**config.mk**
```make
export PLATFORM = sky130hd
export DESIGN_NAME = controladora_multi
export DESIGN_NICKNAME = d
export VERILOG_FILES = /design/src/rtl/controladora_multi.sv
export SDC_FILE = /design/constraint.sdc
export NUM_CORES = 1
export LEC_CHECK = 0
export ABC_AREA = 0
export ABC_CLOCK_PERIOD_IN_PS = 5190
export BUFFER_PORTS_ARGS = -buffer_cell sky130_fd_sc_hd__buf_2
export CAP_MARGIN = 20
export CORE_MARGIN = 2
export CORE_UTILIZATION = 30
export CTS_BUF_LIST = sky130_fd_sc_hd__clkbuf_4
export DETAILED_ROUTE_END_ITERATION = 8
export HOLD_SLACK_MARGIN = 0.1
export PLACE_DENSITY = 0.49
export SETUP_SLACK_MARGIN = 0.4
export SYNTH_ARGS = -nofsm -noshare
export SYNTH_HDL_FRONTEND = slang
export SYNTH_SLANG_ARGS = --single-unit
```
**constraint.sdc**
```tcl
create_clock -name clk -period 5.19 [get_ports clk]
set_input_delay 0 -clock clk [delete_from_list [all_inputs] [get_ports clk]]
set_output_delay 0 -clock clk [all_outputs]
set_load 0.02 [all_outputs]
```
**src/rtl/controladora_multi.sv**
```systemverilog
`default_nettype none
// ============================================================================
//  Module      : controladora_multi
//  Description : Multi-zone lighting controller. Every zone has a debounced
//                push button (short press toggles the lamp or re-triggers the
//                auto timer; long press toggles MANUAL/AUTO mode), a
//                synchronised presence sensor, an auto-shutdown countdown
//                whose last WARN_T cycles dim the lamp with a 50 % PWM, and
//                a shared master-off pulse.
//  Ports       : clk           system clock
//                rst           asynchronous active-high reset
//                push_button   raw, bouncy per-zone buttons (async)
//                infravermelho raw per-zone presence sensors (async)
//                master_off    synchronous pulse, switches every zone off
//                led           registered mode indicator, 1 = AUTO
//                saida         registered lamp drive
//  Revision    : 1.0 - initial release
// ============================================================================
module controladora_multi #(
    parameter int N_CH              = 4,
    parameter int DEBOUNCE_P        = 300,
    parameter int SWITCH_MODE_MIN_T = 5000,
    parameter int AUTO_SHUTDOWN_T   = 30000,
    parameter int WARN_T            = 3000,
    parameter int PWM_W             = 4
) (
    input  logic            clk,
    input  logic            rst,
    input  logic [N_CH-1:0] push_button,
    input  logic [N_CH-1:0] infravermelho,
    input  logic            master_off,
    output logic [N_CH-1:0] led,
    output logic [N_CH-1:0] saida
);

    localparam int c_DB_W = $clog2(DEBOUNCE_P + 1);
    localparam int c_PR_W = $clog2(SWITCH_MODE_MIN_T + 1);
    localparam int c_TM_W = $clog2(AUTO_SHUTDOWN_T + 1);

    localparam logic [c_DB_W-1:0] c_DB_LAST  = c_DB_W'(DEBOUNCE_P - 1);
    localparam logic [c_DB_W-1:0] c_DB_FIRST = c_DB_W'(1);
    localparam logic [c_PR_W-1:0] c_PR_MAX   = c_PR_W'(SWITCH_MODE_MIN_T);
    localparam logic [c_PR_W-1:0] c_PR_LAST  = c_PR_W'(SWITCH_MODE_MIN_T - 1);
    localparam logic [c_TM_W-1:0] c_TM_LOAD  = c_TM_W'(AUTO_SHUTDOWN_T);
    localparam logic [c_TM_W-1:0] c_TM_WARN  = c_TM_W'(WARN_T);

    // Bit 2 of the encoding marks the AUTO family.
    localparam logic [2:0] c_MAN_OFF   = 3'd0;
    localparam logic [2:0] c_MAN_ON    = 3'd1;
    localparam logic [2:0] c_AUTO_IDLE = 3'd4;
    localparam logic [2:0] c_AUTO_ON   = 3'd5;
    localparam logic [2:0] c_AUTO_WARN = 3'd6;

    logic [N_CH-1:0]  r_pb_s1;
    logic [N_CH-1:0]  r_pb_s2;
    logic [N_CH-1:0]  r_ir_s1;
    logic [N_CH-1:0]  r_ir_s2;
    logic [PWM_W-1:0] r_pwm;

    // Two-flop synchronisers and the shared free-running PWM counter.
    always_ff @(posedge clk or posedge rst) begin
        if (rst) begin
            r_pb_s1 <= '0;
            r_pb_s2 <= '0;
            r_ir_s1 <= '0;
            r_ir_s2 <= '0;
            r_pwm   <= '0;
        end else begin
            r_pb_s1 <= push_button;
            r_pb_s2 <= r_pb_s1;
            r_ir_s1 <= infravermelho;
            r_ir_s2 <= r_ir_s1;
            r_pwm   <= r_pwm + 1'b1;
        end
    end

    genvar i;
    generate
        for (i = 0; i < N_CH; i++) begin : g_ch
            logic              r_pb_prev;
            logic              r_db_level;
            logic [c_DB_W-1:0] r_db_cnt;
            logic [c_PR_W-1:0] r_pr_cnt;
            logic              r_long;
            logic              r_short;
            logic [2:0]        r_state;
            logic [c_TM_W-1:0] r_timer;
            logic              r_led;
            logic              r_saida;

            logic              w_differs;
            logic              w_changed;
            logic              w_db_update;
            logic              w_db_fall;
            logic              w_trigger;
            logic [c_TM_W-1:0] w_dec;

            assign w_differs   = (r_pb_s2[i] != r_db_level);
            assign w_changed   = (r_pb_s2[i] != r_pb_prev);
            // A fresh change counts as the first stable cycle; the level
            // flips on the DEBOUNCE_P-th consecutive stable sample.
            assign w_db_update = w_differs &&
                                 (w_changed ? (DEBOUNCE_P == 1) : (r_db_cnt >= c_DB_LAST));
            assign w_db_fall   = w_db_update && r_db_level;
            assign w_trigger   = r_short || r_ir_s2[i];
            assign w_dec       = (r_timer != '0) ? (r_timer - 1'b1) : '0;

            // Debounce and press classification.
            always_ff @(posedge clk or posedge rst) begin
                if (rst) begin
                    r_pb_prev  <= 1'b0;
                    r_db_level <= 1'b0;
                    r_db_cnt   <= '0;
                    r_pr_cnt   <= '0;
                    r_long     <= 1'b0;
                    r_short    <= 1'b0;
                end else begin
                    r_pb_prev <= r_pb_s2[i];
                    if (!w_differs || w_db_update) begin
                        r_db_cnt <= '0;
                    end else if (w_changed) begin
                        r_db_cnt <= c_DB_FIRST;
                    end else begin
                        r_db_cnt <= r_db_cnt + 1'b1;
                    end
                    if (w_db_update) begin
                        r_db_level <= r_pb_s2[i];
                    end

                    if (!r_db_level || w_db_fall) begin
                        r_pr_cnt <= '0;
                    end else if (r_pr_cnt != c_PR_MAX) begin
                        r_pr_cnt <= r_pr_cnt + 1'b1;
                    end
                    // Long fires only on the step into saturation, so once per press.
                    r_long  <= r_db_level && !w_db_fall && (r_pr_cnt == c_PR_LAST);
                    r_short <= w_db_fall && (r_pr_cnt != c_PR_MAX);
                end
            end

            // Zone state machine: master_off > LONG > SHORT > IR > timer.
            always_ff @(posedge clk or posedge rst) begin
                if (rst) begin
                    r_state <= c_MAN_OFF;
                    r_timer <= '0;
                end else if (master_off) begin
                    r_state <= r_state[2] ? c_AUTO_IDLE : c_MAN_OFF;
                    r_timer <= '0;
                end else begin
                    case (r_state)
                        c_MAN_OFF: begin
                            if (r_long)       r_state <= c_AUTO_IDLE;
                            else if (r_short) r_state <= c_MAN_ON;
                        end
                        c_MAN_ON: begin
                            if (r_long)       r_state <= c_AUTO_IDLE;
                            else if (r_short) r_state <= c_MAN_OFF;
                        end
                        c_AUTO_IDLE: begin
                            if (r_long) begin
                                r_state <= c_MAN_OFF;
                            end else if (w_trigger) begin
                                r_state <= c_AUTO_ON;
                                r_timer <= c_TM_LOAD;
                            end
                        end
                        c_AUTO_ON, c_AUTO_WARN: begin
                            if (r_long) begin
                                r_state <= c_MAN_OFF;
                                r_timer <= '0;
                            end else if (w_trigger) begin
                                r_state <= c_AUTO_ON;
                                r_timer <= c_TM_LOAD;
                            end else begin
                                // Transitions key on the value being written, so the
                                // lamp is lit for exactly AUTO_SHUTDOWN_T cycles.
                                r_timer <= w_dec;
                                if (r_state == c_AUTO_ON && w_dec == c_TM_WARN) begin
                                    r_state <= c_AUTO_WARN;
                                end else if (r_state == c_AUTO_WARN && w_dec == '0) begin
                                    r_state <= c_AUTO_IDLE;
                                end
                            end
                        end
                        default: begin
                            r_state <= c_MAN_OFF;
                            r_timer <= '0;
                        end
                    endcase
                end
            end

            // Registered outputs, one cycle behind the state.
            always_ff @(posedge clk or posedge rst) begin
                if (rst) begin
                    r_led   <= 1'b0;
                    r_saida <= 1'b0;
                end else begin
                    r_led <= r_state[2];
                    case (r_state)
                        c_MAN_ON, c_AUTO_ON: r_saida <= 1'b1;
                        c_AUTO_WARN:         r_saida <= ~r_pwm[PWM_W-1];
                        default:             r_saida <= 1'b0;
                    endcase
                end
            end

            assign led[i]   = r_led;
            assign saida[i] = r_saida;
        end
    endgenerate

endmodule
`default_nettype wire

```
==> reports/summary.json <==
{
  "mostFrequentLayoutCell": {"value": "dfrtp_1"},
  "measured_slew_at_the_worst_slew_check_pin": {"value": 1.018, "unit": "ns"},
  "finalWirelength": {"value": 25190, "unit": "um"},
  "endpoint_kind": {"value": "register"},
  "buffer_ports.inserted": {"value": 18},
  "final_nets": {"value": 1354},
  "r2r-end": {"value": "g_ch[1].r_state[0]"},
  "layout-area-overhead-vs-synth": {"value": 11.89, "unit": "%"},
  "power_density_over_the_cells": {"value": 282.5, "unit": "mW/mm^2"},
  "cts_setup_buffers": {"value": 0},
  "cts_tree": {"value": "built"},
  "timing.setup.tns": {"value": 0, "unit": "ns"},
  "asyncSetResetFlopFracSynth": {"value": 100.0, "unit": "%"},
  "yosys_reg_bits": {"value": 204},
  "cp-endpoint": {"value": "g_ch[1].r_state[0]"},
  "initial_core_util": {"value": 30.43, "unit": "%"},
  "avgSynthCellArea": {"value": 8.942, "unit": "um^2"},
  "fin_crit_sh": {"value": 55.76, "unit": "%"},
  "outcome": {"value": "completed"},
  "period_needed": {"value": 2.894, "unit": "ns"},
  "regToRegStartpoint": {"value": "g_ch[1].r_timer[3]"},
  "global_route.usage.total": {"value": 13.27, "unit": "%"},
  "highest_count_cells_in_the_layout_ignoring_fill_and_taps": {"value": "dfrtp_1, nor2_1, nand2_1, o21ai_0, clkbuf_4"},
  "top_cell_type_s_share_of_synthesized_area": {"value": 44.53, "unit": "%"},
  "top_area_cells_in_the_synthesized_netlist": {"value": "dfrtp_1, nor2_1, xor2_1"},
  "grt_pass1_vias": {"value": 8967},
  "max_clock_freq": {"value": 0.3456, "unit": "GHz"},
  "postSynthCellCount": {"value": 1282},
  "finClkSkew": {"value": 0.03655, "unit": "ns"},
  "timing.critical_path.required": {"value": 5.83, "unit": "ns"},
  "r2r_setup_slk": {"value": 2.30, "unit": "ns"},
  "worst-endpoint-arrival": {"value": 3.54, "unit": "ns"},
  "cts_buffer_depth": {"value": 3},
  "startpoint_type": {"value": "register"},
  "path_class": {"value": "register to register"},
  "floorplan.core_area": {"value": 0.03767, "unit": "mm^2"},
  "met2RoutedLength": {"value": 11220, "unit": "um"},
  "timing_hold_violations_final": {"value": 0},
  "maxSlewHeadroom": {"value": 31.90, "unit": "%"},
  "synth_flop_cell": {"value": "dfrtp_1"},
  "drt-initial-drc-count": {"value": 686},
  "via_count": {"value": 9348},
  "ff2ff_path_depth": {"value": 6},
  "utilization_of_the_core_after_routing": {"value": 34.05, "unit": "%"},
  "drv.max_cap_violation_count": {"value": 0},
  "firstDrtPassIters": {"value": 5},
  "total_clock_buffers_created_by_cts": {"value": 60},
  "power_leakage": {"value": 5.545, "unit": "nW"},
  "clock_tree.htree_level_count": {"value": 2},
  "final_antenna_net_count": {"value": 0},
  "placementRows": {"value": 71},
  "route.top_layer_used": {"value": "met4"},
  "hp-class": {"value": "register to register"},
  "met3WireLength": {"value": 1137, "unit": "um"},
  "path_clk_slew": {"value": 0.06, "unit": "ns"},
  "clock_latency_on_the_worst_skew_pair": {"value": 0.75, "unit": "ns"},
  "drive_gt1_share": {"value": 11.02, "unit": "%"},
  "drt_drc_violations_left": {"value": 0},
  "floorplan.die.height": {"value": 199.5, "unit": "um"},
  "synthDistinctLibCells": {"value": 75},
  "maxSlewViolCount": {"value": 0},
  "netlist_area": {"value": 0.01146, "unit": "mm^2"},
  "vdd.ir_drop.worst": {"value": 103.9, "unit": "uV"},
  "grt_ovf": {"value": 0},
  "viasPerCell": {"value": 4.991},
  "synth-seq-area-share": {"value": 44.53, "unit": "%"},
  "gp_congestion": {"value": 0.8620},
  "grt_setup_unrepaired": {"value": "no"},
  "critical-path-slowest-cell": {"value": "or4_1"},
  "drt-met1-wl": {"value": 12190, "unit": "um"},
  "die_w": {"value": 199.5, "unit": "um"},
  "slowest_delay": {"value": 0.69, "unit": "ns"},
  "setup_viol_count_final": {"value": 0},
  "clockRootBuffer": {"value": "clkbuf_4"},
  "grt_antenna_before_repair": {"value": 1},
  "mappedNetlistNets": {"value": 1314},
  "clock_sink_count": {"value": 204},
  "ys.warnings.count": {"value": 0},
  "wl_per_cell": {"value": 13.45, "unit": "um"},
  "place_hpwl": {"value": 16510, "unit": "um"},
  "cp-startpoint": {"value": "g_ch[1].r_timer[3]"},
  "worstPathCellList": {"value": "or4_1, nor4_1, mux2_2, nor4b_1, o21ai_1, a31o_1"},
  "yosysTopAreaCell": {"value": "dfrtp_1"},
  "wire_length_of_the_first_global_routing_pass": {"value": 43790, "unit": "um"},
  "synth_enable_flop_cells": {"value": 0},
  "largest_net_degree_at_the_start_of_global_routing": {"value": 121},
  "largest_fanout_on_the_critical_path": {"value": 11},
  "floorplan.die_area": {"value": 0.03979, "unit": "mm^2"},
  "io-pin-count": {"value": 19}
}
==> per-stage QoR <==
step	area, um^2	instances	hold WS, ns	worst slack, ns	power [mW]
after floorplan	11470	1282	0.03143	2.546	2.073
after global routing	12830	1873	0.3139	2.105	3.866
final	12830	1873	0.3492	2.296	3.624
after CTS	12820	1872	0.2736	2.328	3.726
after detailed placement	11920	1752	0.07295	2.350	2.168
after global placement	11920	1752	0.06020	2.415	2.168
==> what timing repair did <==
item	4_1_cts	5_1_grt
endpoints found under the hold margin	246	0
hold buffers	19	0
resized for setup	0	0
==> metal layers <==
layer	track usage (%)	vias up
met2	20.51	184
met1	17.75	4465
li1	-	4646
met3	2.937	53
met4	5.981	0
met5	0	-
==> worst min path at each step <==
stage	endpoint	cells past startpoint	startpoint
finish	r_pb_s2[1]	0	r_pb_s1[1]
global route	g_ch[3].r_timer[5]	3	master_off
CTS	g_ch[3].r_timer[5]	3	master_off
detailed placement	r_pb_s1[0]	2	rst
global placement	r_pb_s1[0]	2	rst
floorplan	r_ir_s1[0]	0	infravermelho[0]
==> cells in the mapped netlist (13+ instances only) <==
cell,number
o21ai_0,107
and2_1,13
a21oi_1,63
nor3_1,52
ha_1,21
inv_1,34
nand4_1,25
nand3_1,49
dfrtp_1,204
xnor2_1,42
nor2_1,172
nor4_1,19
nand2_1,111
and3_1,14
xor2_1,66
clkbuf_1,36
mux2i_1,13
nor2b_1,17
or3_1,15
==> cell type report <==
cell class | count | area [um^2]
diodes | 1 | 2.502
clock buffers | 82 | 615.6
clock inverters | 19 | 100.1
fillers | 3919 | 24840
inverters | 34 | 131.4
multi-input cells | 976 | 5872
flip-flops and latches | 204 | 5105
well taps | 511 | 639.4
repair buffers | 46 | 360.3
==> logic make-up after synthesis <==
family                     count (synthesis)  share of synthesized area (%)
adders and majority gates                 21                          2.292
muxes                                     19                          1.724
AOI/OAI and AO/OA                        267                          14.03
and+or+nand+nor                          561                          24.93
DFF                                      204                          44.53
buffers and inverters                    102                          4.246
xor gates and xnor gates                 108                          8.251
==> worst max-delay path, delay by kind of cell, from the launching register on <==
family	cells	cell delay (ns)
simple gates	3	1.51
mux	1	0.39
flops	1	0.50
compound gates	2	0.39
==> report_power, final <==
group / leakage, nW / internal [mW] / total [mW] / switching, mW
logic: 2.33 / 0.183 / 0.449 / 0.266
registers: 2.78 / 1.63 / 1.70 / 0.0702
clock network: 0.427 / 0.770 / 1.48 / 0.705
total: 5.55 / 2.58 / 3.62 / 1.04
==> flip-flops by register name, indices dropped and copies added, names as in the netlist, 12 cells and up <==
register and cells:
g_ch.r_pr_cnt 52, g_ch.r_state 12, g_ch.r_timer 60, g_ch.r_db_cnt 36
(Power assumes the default switching activity.)
